### src/rtl/id_ex_pipe_pkg.sv
// Shared constants for the Y86 pipeline stage registers: instruction/register/status
// encodings, default field widths and the packed stage-bundle width helper.
package id_ex_pipe_pkg;

  localparam int WORD_W_DEF = 32;
  localparam int PC_W_DEF   = 32;
  localparam int CODE_W_DEF = 4;
  localparam int REG_W_DEF  = 4;
  localparam int STAT_W_DEF = 3;
  localparam int CNT_W_DEF  = 16;

  localparam logic [3:0] I_HALT = 4'h0;
  localparam logic [3:0] I_NOP  = 4'h1;

  localparam logic [3:0] R_NONE = 4'hF;

  localparam logic [2:0] S_BUB = 3'd0;
  localparam logic [2:0] S_AOK = 3'd1;
  localparam logic [2:0] S_HLT = 3'd2;
  localparam logic [2:0] S_ADR = 3'd3;
  localparam logic [2:0] S_INS = 3'd4;

  // icode, ifun, valA/valB/valC, valP, srcA/srcB/dstE/dstM, stat, valid
  function automatic int bundle_w(input int code_w, input int word_w, input int pc_w,
                                  input int reg_w, input int stat_w);
    return 2 * code_w + 3 * word_w + pc_w + 4 * reg_w + stat_w + 1;
  endfunction

endpackage

### src/rtl/pipe_ctl_reg.sv
// Generic pipeline stage register with reset, bubble injection and stall hold.
// Priority: rst > bubble > stall > load.
module pipe_ctl_reg #(
  parameter int               WIDTH      = 8,
  parameter logic [WIDTH-1:0] BUBBLE_VAL = '0
) (
  input  logic             clk,
  input  logic             rst,
  input  logic             stall,
  input  logic             bubble,
  input  logic [WIDTH-1:0] d,
  output logic [WIDTH-1:0] q
);

  logic [WIDTH-1:0] data_p0;

  // stage p0: reset and bubble share the same load value
  always_ff @(posedge clk) begin
    if (rst) begin
      data_p0 <= BUBBLE_VAL;
    end else if (bubble) begin
      data_p0 <= BUBBLE_VAL;
    end else if (!stall) begin
      data_p0 <= d;
    end
  end

  assign q = data_p0;

endmodule

### src/rtl/id_ex_pipe.sv
// ID->EX stage register for the pipelined Y86 core, with stall/bubble control,
// a valid flag travelling inside the bundle, and saturating stall/bubble counters.
module id_ex_pipe
  import id_ex_pipe_pkg::*;
#(
  parameter int WORD_W = WORD_W_DEF,
  parameter int PC_W   = PC_W_DEF,
  parameter int CODE_W = CODE_W_DEF,
  parameter int REG_W  = REG_W_DEF,
  parameter int STAT_W = STAT_W_DEF,
  parameter int CNT_W  = CNT_W_DEF
) (
  input  logic              clk,
  input  logic              rst,
  input  logic              stall,
  input  logic              bubble,
  input  logic              cnt_clr,
  input  logic [CODE_W-1:0] id_icode,
  input  logic [CODE_W-1:0] id_ifun,
  input  logic [WORD_W-1:0] id_valA,
  input  logic [WORD_W-1:0] id_valB,
  input  logic [WORD_W-1:0] id_valC,
  input  logic [PC_W-1:0]   id_valP,
  input  logic [REG_W-1:0]  id_srcA,
  input  logic [REG_W-1:0]  id_srcB,
  input  logic [REG_W-1:0]  id_dstE,
  input  logic [REG_W-1:0]  id_dstM,
  input  logic [STAT_W-1:0] id_stat,
  output logic [CODE_W-1:0] ex_icode,
  output logic [CODE_W-1:0] ex_ifun,
  output logic [WORD_W-1:0] ex_valA,
  output logic [WORD_W-1:0] ex_valB,
  output logic [WORD_W-1:0] ex_valC,
  output logic [PC_W-1:0]   ex_valP,
  output logic [REG_W-1:0]  ex_srcA,
  output logic [REG_W-1:0]  ex_srcB,
  output logic [REG_W-1:0]  ex_dstE,
  output logic [REG_W-1:0]  ex_dstM,
  output logic [STAT_W-1:0] ex_stat,
  output logic              ex_valid,
  output logic [CNT_W-1:0]  stall_cnt,
  output logic [CNT_W-1:0]  bubble_cnt
);

  localparam int BUN_W = bundle_w(CODE_W, WORD_W, PC_W, REG_W, STAT_W);

  localparam logic [BUN_W-1:0] NOP_BUN = {
    CODE_W'(I_NOP), CODE_W'(0),
    {(3 * WORD_W){1'b0}}, {PC_W{1'b0}},
    {4{REG_W'(R_NONE)}},
    STAT_W'(S_BUB),
    1'b0
  };

  logic [BUN_W-1:0] bun_d;
  logic [BUN_W-1:0] bun_p0;

  function automatic logic [CNT_W-1:0] sat_inc(input logic [CNT_W-1:0] c);
    return (&c) ? c : c + CNT_W'(1);
  endfunction

  // Valid is the LSB of the bundle, so stall/bubble treat it exactly like the data.
  assign bun_d = {id_icode, id_ifun, id_valA, id_valB, id_valC, id_valP,
                  id_srcA, id_srcB, id_dstE, id_dstM, id_stat, 1'b1};

  pipe_ctl_reg #(
    .WIDTH      (BUN_W),
    .BUBBLE_VAL (NOP_BUN)
  ) u_bundle (
    .clk    (clk),
    .rst    (rst),
    .stall  (stall),
    .bubble (bubble),
    .d      (bun_d),
    .q      (bun_p0)
  );

  assign {ex_icode, ex_ifun, ex_valA, ex_valB, ex_valC, ex_valP,
          ex_srcA, ex_srcB, ex_dstE, ex_dstM, ex_stat, ex_valid} = bun_p0;

  // stage p0 counters: clear overrides any increment; bubble outranks stall
  always_ff @(posedge clk) begin
    if (rst || cnt_clr) begin
      stall_cnt  <= '0;
      bubble_cnt <= '0;
    end else if (bubble) begin
      bubble_cnt <= sat_inc(bubble_cnt);
    end else if (stall) begin
      stall_cnt  <= sat_inc(stall_cnt);
    end
  end

endmodule

### config.mk
export PLATFORM = sky130hd
export DESIGN_NAME = id_ex_pipe
export DESIGN_NICKNAME = d
export VERILOG_FILES = /design/src/rtl/id_ex_pipe_pkg.sv /design/src/rtl/pipe_ctl_reg.sv /design/src/rtl/id_ex_pipe.sv
export SDC_FILE = /design/constraint.sdc
export NUM_CORES = 1
export LEC_CHECK = 0
export ABC_AREA = 1
export CAP_MARGIN = 20
export CORE_MARGIN = 10
export CORE_UTILIZATION = 41
export CTS_CLUSTER_SIZE = 16
export DETAILED_ROUTE_END_ITERATION = 16
export PLACE_DENSITY_LB_ADDON = 0.25
export SETUP_SLACK_MARGIN = 0.4
export SYNTH_ARGS = -nofsm -noshare
export SYNTH_HDL_FRONTEND = slang
export SYNTH_SLANG_ARGS = --single-unit
### constraint.sdc
create_clock -name clk -period 1.79 [get_ports clk]
set_clock_uncertainty 0.1 [all_clocks]
set_input_delay 0.537 -clock clk [delete_from_list [all_inputs] [get_ports clk]]
set_output_delay 0.537 -clock clk [all_outputs]
set_load 0.005 [all_outputs]
==> Implementation_results.wiki, run 1 <==
{| class="wikitable"
! Metric !! Value
|-
| Outcome || complete, no violations
|-
| Critical path class || reg2reg
|-
| Grt met2 use || 0.4168
|-
| Part of the cycle the worst path needs || 0.9670
|-
| Maximum clock path buffer count || 2
|-
| Total nets after synthesis || approximately 1.1k
|-
| Post-Layout Cell Count || 1651
|-
| Power density over the cells || roughly 710 nW/um^2
|-
| Clock input transition at the sequential cells of the worst setup and hold paths || 0.07 ns
|-
| Sequence of cells on the critical path || buf_6 > ha_4 > nand2_4 > nor2_4 > nand2_2 > nor2_4 > nor2_4 > buf_6 > clkbuf_16 > nand3_2 > nand2_1 > nor2_1
|-
| Busiest grt layer || met2
|-
| Detailed-route wire length per cell || 18.33 um
|-
| Pin count of the biggest net entering global routing || 93
|-
| Hold Buf Count CTS || 0
|-
| Die boundary width || 153.2 um
|-
| Starting utilization of the core area || 0.4191
|-
| Setup repair after global routing missed its margin || yes
|-
| Area share of the largest cell type after synthesis || 0.5174
|-
| Relative slew slack || 0.6915
|-
| Number of cells produced by synthesis || 986
|-
| Power after layout || 9396 uW
|-
| Share of power burned in the clock network || 0.405
|-
| Number of vias in the routed layout || slightly above 8k
|-
| Die height || 153.2 um
|-
| Crit-path max FO || 5
|-
| Number of nets at the end of the flow || 1575
|-
| Maximum frequency from static timing analysis || roughly 0.58 GHz
|-
| # placed instances || 1530
|-
| Initial antenna violation count || 0
|-
| Cell types with the highest counts after synthesis || sky130_fd_sc_hd__nand2_1, sky130_fd_sc_hd__dfxtp_1, sky130_fd_sc_hd__a21oi_1
|-
| Fraction of layout instances using a drive strength above 1 || 0.4446
|-
| Count of cell types in the netlist || 23
|-
| Worst min-delay path endpoint || u_bundle.q[155]
|-
| Drt total wl || a little over 30000 um
|-
| Number of flip-flops and latches in the synthesized netlist || 188
|-
| Switching share of power || 0.2524
|-
| Wire length of the first global-routing pass || 43400 um
|-
| Endpoint required time on the critical path || between 2 and 2.5 ns
|-
| Hold violation total from the final report || 0
|-
| Hold path startpoint || u_bundle.q[155]
|-
| Asr flop ratio synth || 0
|-
| Cell type with the largest total area after synthesis || sky130_fd_sc_hd__dfxtp_1
|-
| Final Wtd Congestion || 0.8506
|-
| TritonCTS clock tree || done
|-
| Maxcap violations || 0
|-
| Int Power || about 7000 uW
|-
| Synth Warn # || 0
|-
| Number of rows in the core area || 48
|-
| Met3 demand-to-capacity share in global routing || 0.08614
|-
| Area of the mapped netlist || 7274 um^2
|-
| Average cell area after synthesis || 7.378 um^2
|-
| Number of levels in the clock H-tree || 4
|-
| DR vias/cell || a little under 5
|-
| Most numerous cell in the Yosys netlist || sky130_fd_sc_hd__nand2_1
|-
| Fin crit period || about 1.7 ns
|-
| Crit-path max cell delay || 0.35 ns
|-
| Actual slew at the worst max-slew pin || 0.4627 ns
|-
| Fraction of the yosys area taken by sequential cells || 0.5174
|-
| Clock root buffer || sky130_fd_sc_hd__clkbuf_16
|-
| Tot GR Track Use || 0.2285
|-
| Total die area || roughly 23000 um^2
|-
| DP HPWL || 19760 um
|-
| Worst endpoint data arrival time || between 1.5 and 2 ns
|-
| Part of the power in combinational logic || 0.130
|-
| Number of sinks driven by the clock tree || 188
|-
| Number of enable flip-flop cells after synthesis || 0
|-
| Via count of the first global-routing pass || between 7k and 8k
|-
| Detailed-route DRC error count || 0
|-
| Number of antenna repair diodes || 0
|-
| Sequential group share of total power || 0.465
|-
| Clock buffers created by TritonCTS || 17
|-
| Remaining antenna violation count || 0
|-
| # IOs || 348
|-
| Syn-to-layout area delta || 82.70%
|-
| CP Capture Type || register
|-
| Peak VDD IR || 0.6270 mV
|-
| Grt met1 use || 0.2396
|-
| Prevailing post-synth register cell || sky130_fd_sc_hd__dfxtp_1
|-
| Cell types with the largest area share after synthesis || sky130_fd_sc_hd__dfxtp_1, sky130_fd_sc_hd__nand2_1, sky130_fd_sc_hd__a21oi_1, sky130_fd_sc_hd__nor2_1, sky130_fd_sc_hd__buf_2
|-
| Core footprint || 17360 um^2
|-
| Leakage power total || 0.005650 uW
|-
| Switching power total || 2372 uW
|-
| Critical Path Most Common Cell || sky130_fd_sc_hd__nor2_4
|-
| Number of optimization iterations in the first detailed-route pass || 5
|-
| Launching element type of the critical path || register
|-
| Reg-to-reg critical path startpoint || stall_cnt[1]
|-
| Depth of the most critical reg-to-reg path || 12
|-
| End of the worst register-to-register path || stall_cnt[14]
|-
| Final number of setup-violating endpoints || 0
|-
| Drt first-iter violations || 435
|-
| Number of filler cells placed in the layout || 1175
|-
| Worst-path cell with the longest stage delay || sky130_fd_sc_hd__dfxtp_4
|-
| Buffers on Ports || 347
|-
| Congestion Overflow GR || 0
|-
| Clock Latency Late Sink || 0.43 ns
|-
| Reg-to-reg slack, setup || ~0.059 ns
|-
| Worst min path class || reg2reg
|-
| Max Transition Viols Final || 0
|-
| Hold path cells || 2
|}
-- metrics by stage --
stage / setup slack (ns) / cell area [um^2] / hold slack (ns) / TNS [ns] / util
floorplan: 0.3877 / 7388 / 0.3527 / 0 / -
global placement: -0.1506 / 11160 / 0.3448 / -22.56 / 0.6428
global route: -0.02585 / 13290 / 0.3809 / -0.05930 / 0.7657
CTS: 0.1608 / 12540 / 0.3613 / 0 / 0.7225
finish: 0.05905 / 13290 / 0.3591 / 0 / 0.7657
detailed placement: -0.1714 / 11160 / 0.3525 / -23.71 / 0.6428
-- registers in the layout, summed over array words and instances (netlist names) --
name and count:
u_bundle.q 156, bubble_cnt 16, stall_cnt 16
-- routing by layer --
layer / routed length [um] / vias up
met1: 11140 / 3810
met3: 2437 / 39
met4: 558 / 0
met2: 16120 / 301
met5: 0 / -
li1: - / 3978
-- layout make-up --
| cell class | count | area, um^2 | share of cell area |
|---|---|---|---|
| clock buffers | 18 | 439.2 | 0.03304 |
| clock inverters | 14 | 148.9 | 0.01120 |
| inverters | 42 | 173.9 | 0.01309 |
| multi-input cells | 699 | 3473 | 0.2613 |
| flip-flops and latches | 188 | 4059 | 0.3054 |
| well taps | 225 | 281.5 | 0.02118 |
| repair buffers | 465 | 4715 | 0.3547 |
-- worst max-delay path by stage --
stage                              from             end  slack [ns]
after global routing      stall_cnt[13]    stall_cnt[4]       -0.03
after CTS                  stall_cnt[0]    stall_cnt[7]        0.16
final                      stall_cnt[1]   stall_cnt[14]        0.06
after global placement           bubble  bubble_cnt[14]       -0.15
after detailed placement         bubble  bubble_cnt[12]       -0.17
after floorplan            stall_cnt[1]   stall_cnt[10]        0.39
-- layout by cell type (no fill, tap or decap), types with 3 or more instances in the layout --
master and n:
sky130_fd_sc_hd__clkbuf_2 13, sky130_fd_sc_hd__buf_2 5, sky130_fd_sc_hd__inv_1 33, sky130_fd_sc_hd__dfxtp_2 164, sky130_fd_sc_hd__a21oi_4 3, sky130_fd_sc_hd__nand4_1 4, sky130_fd_sc_hd__buf_6 186, sky130_fd_sc_hd__buf_12 9
sky130_fd_sc_hd__inv_2 4, sky130_fd_sc_hd__inv_4 4, sky130_fd_sc_hd__nor3_1 3, sky130_fd_sc_hd__clkdlybuf4s50_1 156, sky130_fd_sc_hd__nor2_2 12, sky130_fd_sc_hd__nand2_1 375, sky130_fd_sc_hd__a21oi_1 140, sky130_fd_sc_hd__nand3_1 29
sky130_fd_sc_hd__clkbuf_16 18, sky130_fd_sc_hd__nor2_4 19, sky130_fd_sc_hd__a21oi_2 10, sky130_fd_sc_hd__nand3_2 18, sky130_fd_sc_hd__dfxtp_4 24, sky130_fd_sc_hd__nand2_4 10, sky130_fd_sc_hd__clkinvlp_4 5, sky130_fd_sc_hd__nor2_1 49
sky130_fd_sc_hd__inv_8 5, sky130_fd_sc_hd__nand2_2 17, sky130_fd_sc_hd__buf_4 91
-- cells by family (layout without fill, tap and decap cells) --
group,after synthesis,after routing,synth area share
and+or+nand+nor,541,542,0.3087
DFF,188,188,0.5174
buffers and inverters,100,539,0.06381
AOI/OAI and AO/OA,155,155,0.1066
adders and majority gates,2,2,0.003439
-- worst max-delay path, delay by kind of cell, from the launching register on --
family | cells | cell delay [ns]
adders and majority gates | 1 | 0.16
buffers and inverters | 3 | 0.44
DFF | 1 | 0.35
and+or+nand+nor | 8 | 0.57
-- power by group through the flow --
stage	registers (uW)	logic, uW	clock network (uW)
after floorplan	4460	369	0
after global placement	4450	1100	0
after detailed placement	4460	1110	0
after CTS	4360	1150	3860
after global routing	4380	1310	4040
final	4370	1220	3810
-- what timing repair did --
action	CTS	global route
setup buffers	42	42
gates cloned	3	2
gates resized for setup	998	220
pin swaps	5	42
setup endpoints to repair	375	375
No activity file was read; power rests on OpenSTA's default activity.
==> run 2, diff against run 1 <==
- REMOVE_ABC_BUFFERS: unset -> 1
==> run 2 against run 1 <==
- sequential share of layout area up 0.61 points
- hold slack better by 0.0027 ns
- cell count decreased by 1.2%
- first-iteration DRC count grew 19%
- power up 1.9%
- non-clock buffer count is 25 lower
- flip-flop and latch count unchanged
- largest power group unchanged
- die area stayed put
- design area fell by 2.6%
- critical path depth fell by 10
- clock-buffer cell count increased by 2
- register-to-register slack better by 0.10 ns
==> Implementation_results.wiki, run 2 (synthesized netlist as in run 1, its figures left out) <==
{| class="wikitable"
! Metric !! Value
|-
| Maximum frequency from static timing analysis || 0.6096 GHz
|-
| Tot GR Track Use || 0.2247
|-
| Syn-to-layout area delta || 77.92%
|-
| # placed instances || 1535
|-
| Clock buffers created by TritonCTS || 17
|-
| Outcome || complete, no violations
|-
| Die boundary width || 153.2 um
|-
| Power after layout || 9571 uW
|-
| Endpoint required time on the critical path || 1.15 ns
|-
| Maxcap violations || 0
|-
| Sequence of cells on the critical path || buf_6 > buf_6
|-
| Clock input transition at the sequential cells of the worst setup and hold paths || 0.07 ns
|-
| Total die area || 23470 um^2
|-
| Post-Layout Cell Count || 1632
|-
| Part of the cycle the worst path needs || 0.9164
|-
| Placed standard-cell area || 11100 um^2
|-
| Drt first-iter violations || 516
|-
| Drt total wl || 29790 um
|-
| Critical Path Most Common Cell || sky130_fd_sc_hd__buf_6
|-
| Hold violation total from the final report || 0
|-
| Final Wtd Congestion || 0.8609
|-
| # IOs || 348
|-
| Core footprint || about 17000 um^2
|-
| Worst-path cell with the longest stage delay || sky130_fd_sc_hd__dfxtp_4
|-
| Post-route cell area || 12940 um^2
|-
| Leakage power total || around 0.0054 uW
|-
| Wire length of the first global-routing pass || 42430 um
|-
| Fin crit period || 1.640 ns
|-
| Maximum clock path buffer count || 2
|-
| Number of nets at the end of the flow || 1550
|-
| Buffers on Ports || about 350
|-
| TritonCTS clock tree || done
|-
| Clock Latency Late Sink || 0.43 ns
|-
| Fraction of layout instances using a drive strength above 1 || 0.4069
|-
| Pin count of the biggest net entering global routing || 145
|-
| Congestion Overflow GR || 0
|-
| Number of rows in the core area || 48
|-
| Number of vias in the routed layout || 8036
|-
| CP Capture Type || output pin
|-
| Relative slew slack || 0.7858
|-
| Die height || between 150 and 200 um
|-
| Worst endpoint data arrival time || 1.00 ns
|-
| Detailed-route wire length per cell || 18.25 um
|-
| Via count of the first global-routing pass || 7754
|-
| Remaining antenna violation count || 0
|-
| Actual slew at the worst max-slew pin || 0.3212 ns
|-
| Initial antenna violation count || 6
|-
| Number of levels in the clock H-tree || 4
|-
| Hold Slack || 0.3618 ns
|-
| DP HPWL || 19840 um
|-
| Starting utilization of the core area || 0.4191
|-
| Number of sinks driven by the clock tree || roughly 190
|-
| Launching element type of the critical path || register
|-
| Crit-path max FO || 3
|-
| Reg-to-reg slack, setup || 0.16 ns
|-
| Critical path class || reg2out
|-
| Clock root buffer || sky130_fd_sc_hd__clkbuf_16
|-
| Max Transition Viols Final || 0
|-
| Worst min path class || reg2reg
|-
| Detailed-route DRC error count || 0
|-
| Crit-path max cell delay || 0.36 ns
|-
| Power density over the cells || 739.5 nW/um^2
|-
| Buffers plus inverters on the worst setup path || 2
|-
| Max FFs per register || 156
|-
| Number of optimization iterations in the first detailed-route pass || 5
|-
| Commonest non-fill, non-tap cells in the layout || sky130_fd_sc_hd__nand2_1, sky130_fd_sc_hd__buf_6, sky130_fd_sc_hd__dfxtp_2
|-
| Kind of cell adding the most delay to the critical path || flip-flops
|-
| Most common library cell in the layout ignoring fill and taps || sky130_fd_sc_hd__nand2_1
|-
| DR vias/cell || approximately 4.9
|-
| Setup repair after global routing missed its margin || yes
|-
| Peak VDD IR || 0.6672 mV
|-
| Final number of setup-violating endpoints || 0
|}
## run 2: worst paths after layout
| path | endpoint | from | cells past startpoint |
|---|---|---|---|
| worst max-delay path | stall_cnt[0] | stall_cnt[0] | 2 |
| worst max register to register | stall_cnt[15] | stall_cnt[1] | 9 |
| worst min register to register | u_bundle.q[24] | u_bundle.q[24] | 2 |
| worst min-delay path | u_bundle.q[24] | u_bundle.q[24] | 2 |
## run 2: per-stage QoR
stage / util / TNS [ns] / setup WS (ns)
6_report: 0.7457 / 0 / 0.1496
5_1_grt: 0.7457 / 0 / 0.06201
4_1_cts: 0.6904 / 0 / 0.1881
3_5_place_dp: 0.6397 / -23.20 / -0.1722
3_3_place_gp: 0.6397 / -18.55 / -0.1378
2_1_floorplan: - / -58.96 / -0.7557
## run 2: final cells by class
cell class,instances,area (um^2)
repair buffers,440,4559
inverters,42,170.2
multi-input cells,699,3258
flip-flops and latches,188,4031
diodes,6,15.01
well taps,225,281.5
clock buffers,20,466.7
clock inverters,12,160.2
fillers,1232,4414
## run 2: worst reg2reg max path, cell delays in order (launching register included)
cell	delay [ns]
sky130_fd_sc_hd__dfxtp_2	0.38
sky130_fd_sc_hd__ha_4	0.14
sky130_fd_sc_hd__nand2_1	0.06
sky130_fd_sc_hd__nor2_2	0.17
sky130_fd_sc_hd__nand2_1	0.09
sky130_fd_sc_hd__nor2_2	0.14
sky130_fd_sc_hd__nor2_4	0.07
sky130_fd_sc_hd__buf_12	0.15
sky130_fd_sc_hd__a21oi_1	0.17
sky130_fd_sc_hd__nor2_1	0.06
## run 2: per-layer routing
| layer | wire (um) | GRT usage |
|---|---|---|
| met2 | 15540 | 0.3972 |
| met4 | 786 | 0.08356 |
| met3 | 2983 | 0.1010 |
| met1 | 10480 | 0.2274 |
| met5 | 0 | 0 |
## run 2: what timing repair did
action	CTS	global route
cloned	0	3
gates resized for setup	1040	158
pin swaps	0	22
hold buffers	0	0
buffers inserted	30	26
setup endpoints to repair	375	375
## run 2: power breakdown
| group | internal (uW) | leakage [uW] | switching (uW) |
|---|---|---|---|
| combinational | 698 | 0.00353 | 479 |
| clock | 2330 | 0.000301 | 1680 |
| sequential | 4300 | 0.00161 | 85.6 |
| total | 7330 | 0.00544 | 2240 |
==> run 3, diff against run 2 <==
- CTS_CLUSTER_DIAMETER: unset -> 40
==> results of run 3 <==
Same layout as run 2: the final DEF is identical, and so are final timing and power.
